$ cat config.mk
export PLATFORM = sky130hd
export DESIGN_NAME = spi_tx_shifter
export DESIGN_NICKNAME = d
export VERILOG_FILES = /design/src/rtl/spi_tx_shifter.sv
export SDC_FILE = /design/constraint.sdc
export NUM_CORES = 1
export LEC_CHECK = 0
export ABC_AREA = 1
export ABC_CLOCK_PERIOD_IN_PS = 1430
export CORE_UTILIZATION = 48
export DETAILED_ROUTE_END_ITERATION = 8
export PLACE_DENSITY_LB_ADDON = 0.12
export SYNTH_ARGS = -nofsm -noshare
export SYNTH_HDL_FRONTEND = slang
export SYNTH_SLANG_ARGS = --single-unit
export TNS_END_PERCENT = 30
$ cat constraint.sdc
create_clock -name i_clk -period 1.43 [get_ports i_clk]
set_clock_uncertainty 0.2 [all_clocks]
set_input_delay 0.286 -clock i_clk [delete_from_list [all_inputs] [get_ports i_clk]]
set_output_delay 0.286 -clock i_clk [all_outputs]
set_load 0.02 [all_outputs]
$ cat src/rtl/spi_tx_shifter.sv
// spi_tx_shifter
//
// Transmit-side shift engine for the SPI block. Bytes arrive over a
// valid/ready handshake into a one-entry holding buffer, are loaded into a
// shift register, and are serialised one bit per SCLK-enable strobe,
// MSB-first or LSB-first. A buffered byte is chained onto the previous one
// with no idle gap.
//
// Parameters:
//   DATA_WIDTH     bits per transfer word (>= 2)
//   IDLE_LEVEL     level driven on o_serial_out while not shifting
//
// Ports:
//   i_clk          system clock, all logic on posedge
//   i_reset        asynchronous reset, active-high
//   i_sclk_enable  one-cycle strobe per shift edge
//   i_MSB          bit order (1 = MSB-first), sampled when a byte is loaded
//   i_tx_valid     host presents i_tx_data
//   i_tx_data      word to transmit
//   o_tx_ready     holding buffer empty; write accepted on valid && ready
//   o_serial_out   serial data to the pin driver
//   o_shift_active high while a word is being shifted
//   o_byte_done    one-cycle pulse after the last bit of a word

module spi_tx_shifter #(
    parameter int unsigned DATA_WIDTH = 8,
    parameter logic        IDLE_LEVEL = 1'b1
) (
    input  logic                  i_clk,
    input  logic                  i_reset,
    input  logic                  i_sclk_enable,
    input  logic                  i_MSB,
    input  logic                  i_tx_valid,
    input  logic [DATA_WIDTH-1:0] i_tx_data,
    output logic                  o_tx_ready,
    output logic                  o_serial_out,
    output logic                  o_shift_active,
    output logic                  o_byte_done
);

    localparam int unsigned CntW = $clog2(DATA_WIDTH);
    localparam logic [CntW-1:0] LastBit = CntW'(DATA_WIDTH - 1);

    typedef enum logic [0:0] {StIdle, StShift} state_e;

    state_e                state_q, state_d;
    logic                  hold_valid_q, hold_valid_d;
    logic [DATA_WIDTH-1:0] hold_data_q, hold_data_d;
    logic [DATA_WIDTH-1:0] shift_q, shift_d;
    logic [CntW-1:0]       bit_cnt_q, bit_cnt_d;
    logic                  msb_q, msb_d;
    logic                  byte_done_q, byte_done_d;
    logic                  tx_ready_q, tx_ready_d;
    logic                  accept;

    // tx_ready_q always mirrors !hold_valid_q, so an accept can never
    // coincide with a load or reload of the shift register.
    assign accept = i_tx_valid && tx_ready_q;

    always_comb begin
        state_d      = state_q;
        hold_valid_d = hold_valid_q;
        hold_data_d  = hold_data_q;
        shift_d      = shift_q;
        bit_cnt_d    = bit_cnt_q;
        msb_d        = msb_q;
        byte_done_d  = 1'b0;

        unique case (state_q)
            StIdle: begin
                if (hold_valid_q) begin
                    shift_d      = hold_data_q;
                    msb_d        = i_MSB;
                    bit_cnt_d    = '0;
                    hold_valid_d = 1'b0;
                    state_d      = StShift;
                end
            end
            StShift: begin
                if (i_sclk_enable) begin
                    if (bit_cnt_q != LastBit) begin
                        shift_d   = msb_q ? {shift_q[DATA_WIDTH-2:0], 1'b0}
                                          : {1'b0, shift_q[DATA_WIDTH-1:1]};
                        bit_cnt_d = bit_cnt_q + CntW'(1);
                    end else begin
                        byte_done_d = 1'b1;
                        bit_cnt_d   = '0;
                        // Chain the buffered word so its first bit appears
                        // on this same edge.
                        if (hold_valid_q) begin
                            shift_d      = hold_data_q;
                            msb_d        = i_MSB;
                            hold_valid_d = 1'b0;
                        end else begin
                            state_d = StIdle;
                        end
                    end
                end
            end
            default: state_d = StIdle;
        endcase

        // A write landing with the final strobe only becomes visible next
        // cycle, so that word is loaded through StIdle instead of chaining.
        if (accept) begin
            hold_data_d  = i_tx_data;
            hold_valid_d = 1'b1;
        end

        tx_ready_d = !hold_valid_d;
    end

    always_ff @(posedge i_clk or posedge i_reset) begin
        if (i_reset) begin
            state_q      <= StIdle;
            hold_valid_q <= 1'b0;
            hold_data_q  <= '0;
            shift_q      <= '0;
            bit_cnt_q    <= '0;
            msb_q        <= 1'b1;
            byte_done_q  <= 1'b0;
            tx_ready_q   <= 1'b1;
        end else begin
            state_q      <= state_d;
            hold_valid_q <= hold_valid_d;
            hold_data_q  <= hold_data_d;
            shift_q      <= shift_d;
            bit_cnt_q    <= bit_cnt_d;
            msb_q        <= msb_d;
            byte_done_q  <= byte_done_d;
            tx_ready_q   <= tx_ready_d;
        end
    end

    // Current bit comes straight off the shift register, so the first bit
    // is already on the line from the load edge onward.
    assign o_serial_out   = (state_q == StShift)
                            ? (msb_q ? shift_q[DATA_WIDTH-1] : shift_q[0])
                            : IDLE_LEVEL;
    assign o_shift_active = (state_q == StShift);
    assign o_byte_done    = byte_done_q;
    assign o_tx_ready     = tx_ready_q;

endmodule

==> Flow_metrics.wiki, run 1 <==
{| class="wikitable"
! Metric !! Value
|-
| Area growth from synthesis to layout || 36.1%
|-
| Half-perimeter wire length after detailed placement || 1850 um
|-
| Buffers on Ports || 16
|-
| Leakage dissipation || 0.869 nW
|-
| Smallest hold slack || 86.2 ps
|-
| Tightest slew margin relative to the limit || 79.5%
|-
| Family with the most delay on the worst path || flip-flops
|-
| Top cells by area, synth || sky130_fd_sc_hd__dfrtp_1, sky130_fd_sc_hd__nand2_1, sky130_fd_sc_hd__nand3_1, sky130_fd_sc_hd__dfstp_2, sky130_fd_sc_hd__ha_1
|-
| Outcome || finished with violations
|-
| Initial cell density of the core || 52.9%
|-
| Gate Count Post-Synth || between 150 and 200
|-
| Total number of vias || 1162
|-
| Number of register bits inferred by synthesis || 24
|-
| Top flip-flop cell by instance count after synthesis || sky130_fd_sc_hd__dfrtp_1
|-
| Routed Antenna Nets || 0
|-
| Post-synth EDFFs || 0
|-
| CTS HTree Levels || 1
|-
| Max rail drop VDD || 1230 uV
|-
| Synthesized area per cell || 7.62 um^2
|-
| Critical path type || reg -> out
|-
| Share of layout cells above drive strength 1 || between 20% and 30%
|-
| Total GRT Usage || roughly 22%
|-
| Fillers || 188
|-
| Overall die height || 52.5 um
|-
| Total routed wirelength || around 2700 um
|-
| Clk pin slew, worst setup/hold paths || 120 ps
|-
| Length of the first detailed-routing pass in iterations || 4
|-
| DRC errors left || 0
|-
| Highest attainable clock frequency || 0.608 GHz
|-
| Core box area || 2320 um^2
|-
| Residual overflow from global routing || 0
|-
| Final routed wire length divided by cell count || 12.0 um
|-
| Kind of start point of the critical path || flop
|-
| Count of warnings emitted by yosys || 0
|-
| Ratio of final minimum period to clock period || 115%
|-
| Total power density per cell area || between 1500 and 2000 nW/um^2
|-
| Cell types with the highest counts after synthesis || sky130_fd_sc_hd__nand2_1, sky130_fd_sc_hd__nand3_1, sky130_fd_sc_hd__dfrtp_1
|-
| Min Tclk post-route || 1640 ps
|-
| Required time reported for the critical path endpoint || around 940 ps
|-
| Number of clock buffers inserted by TritonCTS || 3
|-
| Number of sinks on the clock net || 24
|-
| Dominant cell type by area after synthesis || sky130_fd_sc_hd__dfrtp_1
|-
| Chip Width || about 53 um
|-
| Syn Nets || 177
|-
| Multi-input combinational cell area || approximately 670 um^2
|-
| Worst Slack Setup Final || -214 ps
|-
| I/O pin total || 17
|-
| DRC marker count from the first detailed-route iteration || 34
|-
| Placement Setup Slack || -302 ps
|-
| Master cell of the clock root buffer || sky130_fd_sc_hd__clkbuf_4
|-
| Largest driver fanout on the critical path || 3
|-
| Count of endpoints failing hold in the final timing report || 0
|-
| Path type of the worst min-delay path || in -> async
|-
| Worst Tran Pin Value || 307 ps
|-
| Cell-by-cell trace of the critical path || inv_2, nand2_2, nand3_2, buf_6
|-
| Diodes inserted || 0
|-
| Cell total after placement || 216
|-
| Ys async rst share || between 90% and 100%
|-
| Area occupied by registers || 603 um^2
|-
| Delay of the slowest critical-path stage || approximately 570 ps
|-
| Initial antenna violation count || 0
|-
| Distinct cells, synth || 17
|-
| GPL Wtd Cong || 0.883
|-
| Worst-skew pair later-pin latency || slightly above 300 ps
|-
| Crit path max-delay cell type || sky130_fd_sc_hd__dfstp_2
|-
| CP arrival || 1160 ps
|-
| Number of global-route vias before repair || approximately 1000
|-
| CP Buf/Inv Count || 2
|-
| Wire length of the first global-routing pass || 4370 um
|-
| RSZ-0062 raised after global routing || yes
|-
| Detailed-route vias per instance || 5.26
|-
| Number of slew-limit violations in the final report || 0
|-
| Register-to-Register Path Depth || 6
|-
| Overall die area || about 2800 um^2
|-
| Cts hold-fix bufs || 0
|-
| Max_cap viols || 0
|-
| Total number of nets in the final design || 210
|-
| CP Capture Type || output port
|-
| Logic depth of the worst setup path including buffers || 4
|-
| TritonCTS clock tree || yes
|-
| Setup-violating endpoint count in the final report || 12
|-
| Post-route insts no fill || 221
|-
| Area share of the largest cell type after synthesis || 44.9%
|-
| Library cell with the highest instance count after synthesis || sky130_fd_sc_hd__nand2_1
|-
| Post-synthesis cell area || 1230 um^2
|-
| Row cnt || 17
|-
| Startpoint of the lowest-slack register-to-register path || bit_cnt_q[0]$_DFFE_PP0P_
|-
| Part of the Yosys area used for sequential elements || 49.2%
|-
| Largest buffer count on any clock path || 2
|-
| Startpoint of the worst setup timing path || msb_q$_DFFE_PP1P_
|-
| Violated checks || setup timing
|-
| Pin count of the biggest net entering global routing || 25
|}
[repair_timing]
action / 4_1_cts / 5_1_grt
gates resized for setup: 22 / 16
pin swaps: 2 / 8
endpoints found under the setup margin: 18 / 17
gates cloned: 0 / 0
buffers inserted: 1 / 0
[final timing paths]
check	endpoint	slack, ps
min in group i_clk	hold_data_q[1]$_DFFE_PP0P_	290
max in group asynchronous	msb_q$_DFFE_PP1P_	720
setup / recovery	o_serial_out	-210
hold / removal	bit_cnt_q[1]$_DFFE_PP0P_	90
setup reg to reg	shift_q[4]$_DFFE_PP0N_	-150
hold reg to reg	hold_data_q[6]$_DFFE_PP0P_	290
[layer usage]
layer	vias up	share of wire, %	global-route usage, %
met2	41	49	34.6
met5	-	0	0
met1	543	43	30.6
met4	0	2.7	9.21
met3	7	4.4	2.61
li1	571	-	-
[power by group]
| part | internal, mW | leakage, nW | total (mW) | switching [mW] |
|---|---|---|---|---|
| Sequential | 0.963 | 0.296 | 1.20 | 0.233 |
| Combinational | 0.570 | 0.557 | 1.24 | 0.672 |
| Clock | 0.109 | 0.0150 | 0.301 | 0.192 |
| Total | 1.64 | 0.869 | 2.74 | 1.10 |
[cells by family after synthesis]
group	after synthesis	share of synthesized area (%)
AND/OR/NAND/NOR	115	39.4
flip-flops	24	49.2
buffers and inverters	15	6.02
AO/OA/AOI/OAI	4	2.35
adder cells (fa/ha/maj)	3	3.06
[state kept, by name, indices dropped and copies added (netlist names)]
signal          count
hold_valid_q        1
bit_cnt_q           3
hold_data_q         8
msb_q               1
o_tx_ready          1
o_byte_done         1
shift_q             8
o_shift_active      1
[worst min-delay path, cell delays in order]
cell	delay, ps
sky130_fd_sc_hd__clkdlybuf4s50_1	400
sky130_fd_sc_hd__inv_1	90
sky130_fd_sc_hd__buf_12	180
[stage by stage]
| stage | util [%] | instance area (um^2) | power [mW] | setup TNS, ps |
|---|---|---|---|---|
| final | 72.0 | 1670 | 2.74 | -1330 |
| after global routing | 72.0 | 1670 | 2.96 | -1910 |
| after CTS | 68.9 | 1600 | 2.63 | -773 |
| after detailed placement | 66.1 | 1530 | 2.25 | -1600 |
| after global placement | 66.1 | 1530 | 2.21 | -1440 |
| after floorplan | - | 1240 | 1.84 | 0 |
[layout make-up]
| class | instances | share of cell area (%) |
|---|---|---|
| timing repair buffer | 32 | 17.5 |
| sequential | 24 | 36.1 |
| multi-input combinational | 122 | 40.2 |
| clock buffer | 4 | 1.57 |
| inverter | 11 | 2.47 |
| tap | 28 | 2.10 |
[cell usage in the layout (no fill, tap or decap)]
| cell type | synthesis | final |
|---|---|---|
| sky130_fd_sc_hd__dlygate4sd2_1 | 0 | 1 |
| sky130_fd_sc_hd__nor2_1 | 1 | 1 |
| sky130_fd_sc_hd__o31ai_2 | 0 | 1 |
| sky130_fd_sc_hd__ha_4 | 0 | 3 |
| sky130_fd_sc_hd__nand3_1 | 26 | 15 |
| sky130_fd_sc_hd__dfstp_2 | 2 | 2 |
| sky130_fd_sc_hd__buf_12 | 0 | 1 |
| sky130_fd_sc_hd__nand3_2 | 1 | 11 |
| sky130_fd_sc_hd__nor2_4 | 1 | 1 |
| sky130_fd_sc_hd__clkbuf_1 | 0 | 1 |
| sky130_fd_sc_hd__inv_1 | 5 | 5 |
| sky130_fd_sc_hd__buf_2 | 2 | 1 |
| sky130_fd_sc_hd__o21ai_2 | 1 | 2 |
| sky130_fd_sc_hd__nand2_1 | 84 | 81 |
| sky130_fd_sc_hd__dfrtp_1 | 22 | 22 |
| sky130_fd_sc_hd__nand2_2 | 2 | 4 |
| sky130_fd_sc_hd__o211ai_1 | 1 | 1 |
| sky130_fd_sc_hd__nand2_4 | 0 | 1 |
| sky130_fd_sc_hd__inv_2 | 6 | 6 |
| sky130_fd_sc_hd__buf_6 | 2 | 3 |
| sky130_fd_sc_hd__clkdlybuf4s50_1 | 0 | 12 |
| sky130_fd_sc_hd__clkbuf_4 | 0 | 3 |
| sky130_fd_sc_hd__nand3_4 | 0 | 1 |
| sky130_fd_sc_hd__buf_4 | 0 | 14 |
Power figures use the tool's default switching activity.
==> run 2, diff against run 1 <==
--- a/config.mk
+++ b/config.mk
@@ -7,7 +7,8 @@
 export LEC_CHECK = 0
 export ABC_AREA = 1
 export ABC_CLOCK_PERIOD_IN_PS = 1430
-export CORE_UTILIZATION = 48
+export CORE_UTILIZATION = 40
+export CTS_BUF_LIST = sky130_fd_sc_hd__clkbuf_2
 export DETAILED_ROUTE_END_ITERATION = 8
 export PLACE_DENSITY_LB_ADDON = 0.12
 export SYNTH_ARGS = -nofsm -noshare
==> run 2 against run 1 <==
Compared with the run above: the run still ends with setup timing left; hold slack worse by 78 ps; cell count up 1.4%; design area down 3.1%; first-iteration DRC count up 26%; non-clock buffer count unchanged; via count down 4.4%; sequential power about the same; clock power down 10%; sequential share of layout area up 1.2 points; largest power group is now sequential cells; highest routed layer unchanged.
==> Flow_metrics.wiki, run 2 (synthesis gave the netlist of run 1 again) <==
{| class="wikitable"
! Metric !! Value
|-
| I/O pin total || 17
|-
| RSZ-0062 raised after global routing || yes
|-
| Largest buffer count on any clock path || 2
|-
| Worst Tran Pin Value || 285 ps
|-
| Delay of the slowest critical-path stage || 600 ps
|-
| Area growth from synthesis to layout || 31.8%
|-
| Max rail drop VDD || 883 uV
|-
| Length of the first detailed-routing pass in iterations || 4
|-
| Setup-violating endpoint count in the final report || 11
|-
| DRC marker count from the first detailed-route iteration || 43
|-
| CP Capture Type || output port
|-
| Residual overflow from global routing || 0
|-
| Startpoint of the worst setup timing path || msb_q$_DFFE_PP1P_
|-
| Half-perimeter wire length after detailed placement || approximately 1900 um
|-
| Highest attainable clock frequency || 0.594 GHz
|-
| Share of layout cells above drive strength 1 || between 20% and 30%
|-
| Detailed-route vias per instance || between 4 and 5
|-
| Chip Width || 57.4 um
|-
| Crit path max-delay cell type || sky130_fd_sc_hd__dfstp_2
|-
| Highest-count cells in the layout ignoring fill and taps || sky130_fd_sc_hd__nand2_1, sky130_fd_sc_hd__nand3_1, sky130_fd_sc_hd__dfrtp_1
|-
| Overall die area || around 3300 um^2
|-
| CP arrival || 1200 ps
|-
| CTS HTree Levels || 1
|-
| Total GRT Usage || a little under a fifth
|-
| GPL Wtd Cong || 0.833
|-
| Startpoint of the lowest-slack register-to-register path || bit_cnt_q[0]$_DFFE_PP0P_
|-
| Regs by FF count || hold_data_q: 8 flops, shift_q: 8 flops, bit_cnt_q: 3 flops
|-
| Largest driver fanout on the critical path || 3
|-
| TritonCTS clock tree || yes
|-
| Cell-by-cell trace of the critical path || inv_2, nand2_2, nand3_2, buf_6
|-
| Area of all placed cells without fillers || 1620 um^2
|-
| Worst-skew pair later-pin latency || 360 ps
|-
| Number of sinks on the clock net || 24
|-
| Worst Slack Setup Final || -254 ps
|-
| Wire length of the first global-routing pass || about 4800 um
|-
| Diodes inserted || 0
|-
| Total power density per cell area || 1620 nW/um^2
|-
| Tightest slew margin relative to the limit || between 80% and 90%
|-
| Core box area || 2830 um^2
|-
| Master cell of the clock root buffer || sky130_fd_sc_hd__clkbuf_2
|-
| Cts hold-fix bufs || 0
|-
| Routed Antenna Nets || 0
|-
| Setup TNS Final || -635 ps
|-
| Min Tclk post-route || 1680 ps
|-
| Buffers on Ports || 16
|-
| Violated checks || setup timing
|-
| DRC errors left || 0
|-
| Max_cap viols || 0
|-
| Total number of vias || 1111
|-
| Ratio of final minimum period to clock period || 118%
|-
| Number of clock buffers inserted by TritonCTS || 3
|-
| Count of endpoints failing hold in the final timing report || 0
|-
| Initial cell density of the core || 43.3%
|-
| Kind of start point of the critical path || flop
|-
| Placement-stage cell area || 1530 um^2
|-
| Number of global-route vias before repair || 1097
|-
| Row cnt || 19
|-
| Overall die height || between 50 and 60 um
|-
| Required time reported for the critical path endpoint || 940 ps
|-
| Total routed wirelength || 2660 um
|-
| Path type of the worst min-delay path || in -> async
|-
| Most common cell after layout, fill and taps aside || sky130_fd_sc_hd__nand2_1
|-
| Number of slew-limit violations in the final report || 0
|-
| Total number of nets in the final design || 210
|-
| Clk pin slew, worst setup/hold paths || 250 ps
|-
| Pin count of the biggest net entering global routing || 25
|-
| Worst setup slack for register-to-register paths || -80 ps
|-
| Initial antenna violation count || 0
|-
| Leakage dissipation || 0.855 nW
|-
| Critical path type || reg -> out
|-
| Final routed wire length divided by cell count || 11.9 um
|-
| Outcome || finished with violations
|}
run 2: changes by cell type in the layout (fill, tap and decap cells not counted), sizes merged:
| cell | delta |
|---|---|
| dlygate4sd2 | -1 |
| clkinv | +1 |
run 2: layer usage:
layer	part of all wire (%)	wire length, um	up-vias	track usage (%)
met5	0	0	-	0
met4	2.9	77	0	11.1
met3	3.1	82	8	2.27
met2	46	1240	23	29.9
met1	48	1270	512	25.5
li1	-	-	568	-
run 2: cell type report:
class | instances | area [um^2]
Clock buffer | 3 | 15.0
Clock inverter | 1 | 3.75
Fill cell | 262 | 1210
Inverter | 11 | 41.3
Multi-Input combinational cell | 122 | 626
Sequential cell | 24 | 603
Tap cell | 31 | 38.8
Timing Repair Buffer | 32 | 289
run 2: worst paths after layout:
| path | depth (start not counted) | to |
|---|---|---|
| worst max-delay path | 4 | o_serial_out |
| worst min-delay path | 3 | o_shift_active$_DFF_PP0_ |
| worst max register to register | 6 | shift_q[6]$_DFFE_PP0N_ |
| worst min register to register | 2 | hold_data_q[7]$_DFFE_PP0P_ |
| max in group asynchronous | 3 | msb_q$_DFFE_PP1P_ |
| min in group i_clk | 3 | hold_data_q[1]$_DFFE_PP0P_ |
run 2: repair_timing:
action	CTS	global route
gates resized for setup	23	10
setup buffers	1	3
gates cloned	0	0
endpoints found under the setup margin	16	17
pin swaps	2	3
run 2: critical path, delay by kind of cell, from the launching register on:
family        cells  cell delay [ps]
flops             1              600
buf+inv           2              170
simple gates      2              110
run 2: stage by stage:
stage	std cells	hold WS, ps	total power, mW	setup WS (ps)	utilization [%]
finish	224	8.48	2.61	-254	57.1
global placement	218	264	2.20	-291	54.0
floorplan	161	99.1	1.84	1.12	-
global route	224	10.1	2.83	-340	57.1
CTS	223	27.7	2.58	-271	55.8
detailed placement	218	275	2.25	-303	54.0
run 2: power breakdown:
group,internal (mW),switching (mW)
sequential,0.962,0.228
clock,0.0607,0.211
combinational,0.526,0.626
total,1.55,1.06
==> run 3, diff against run 2 <==
--- a/config.mk
+++ b/config.mk
@@ -11,6 +11,7 @@
 export CTS_BUF_LIST = sky130_fd_sc_hd__clkbuf_2
 export DETAILED_ROUTE_END_ITERATION = 8
 export PLACE_DENSITY_LB_ADDON = 0.12
+export SLEW_MARGIN = 20
 export SYNTH_ARGS = -nofsm -noshare
 export SYNTH_HDL_FRONTEND = slang
 export SYNTH_SLANG_ARGS = --single-unit
==> results of run 3 <==
Same layout as run 2: the final DEF is identical, and so are final timing and power.
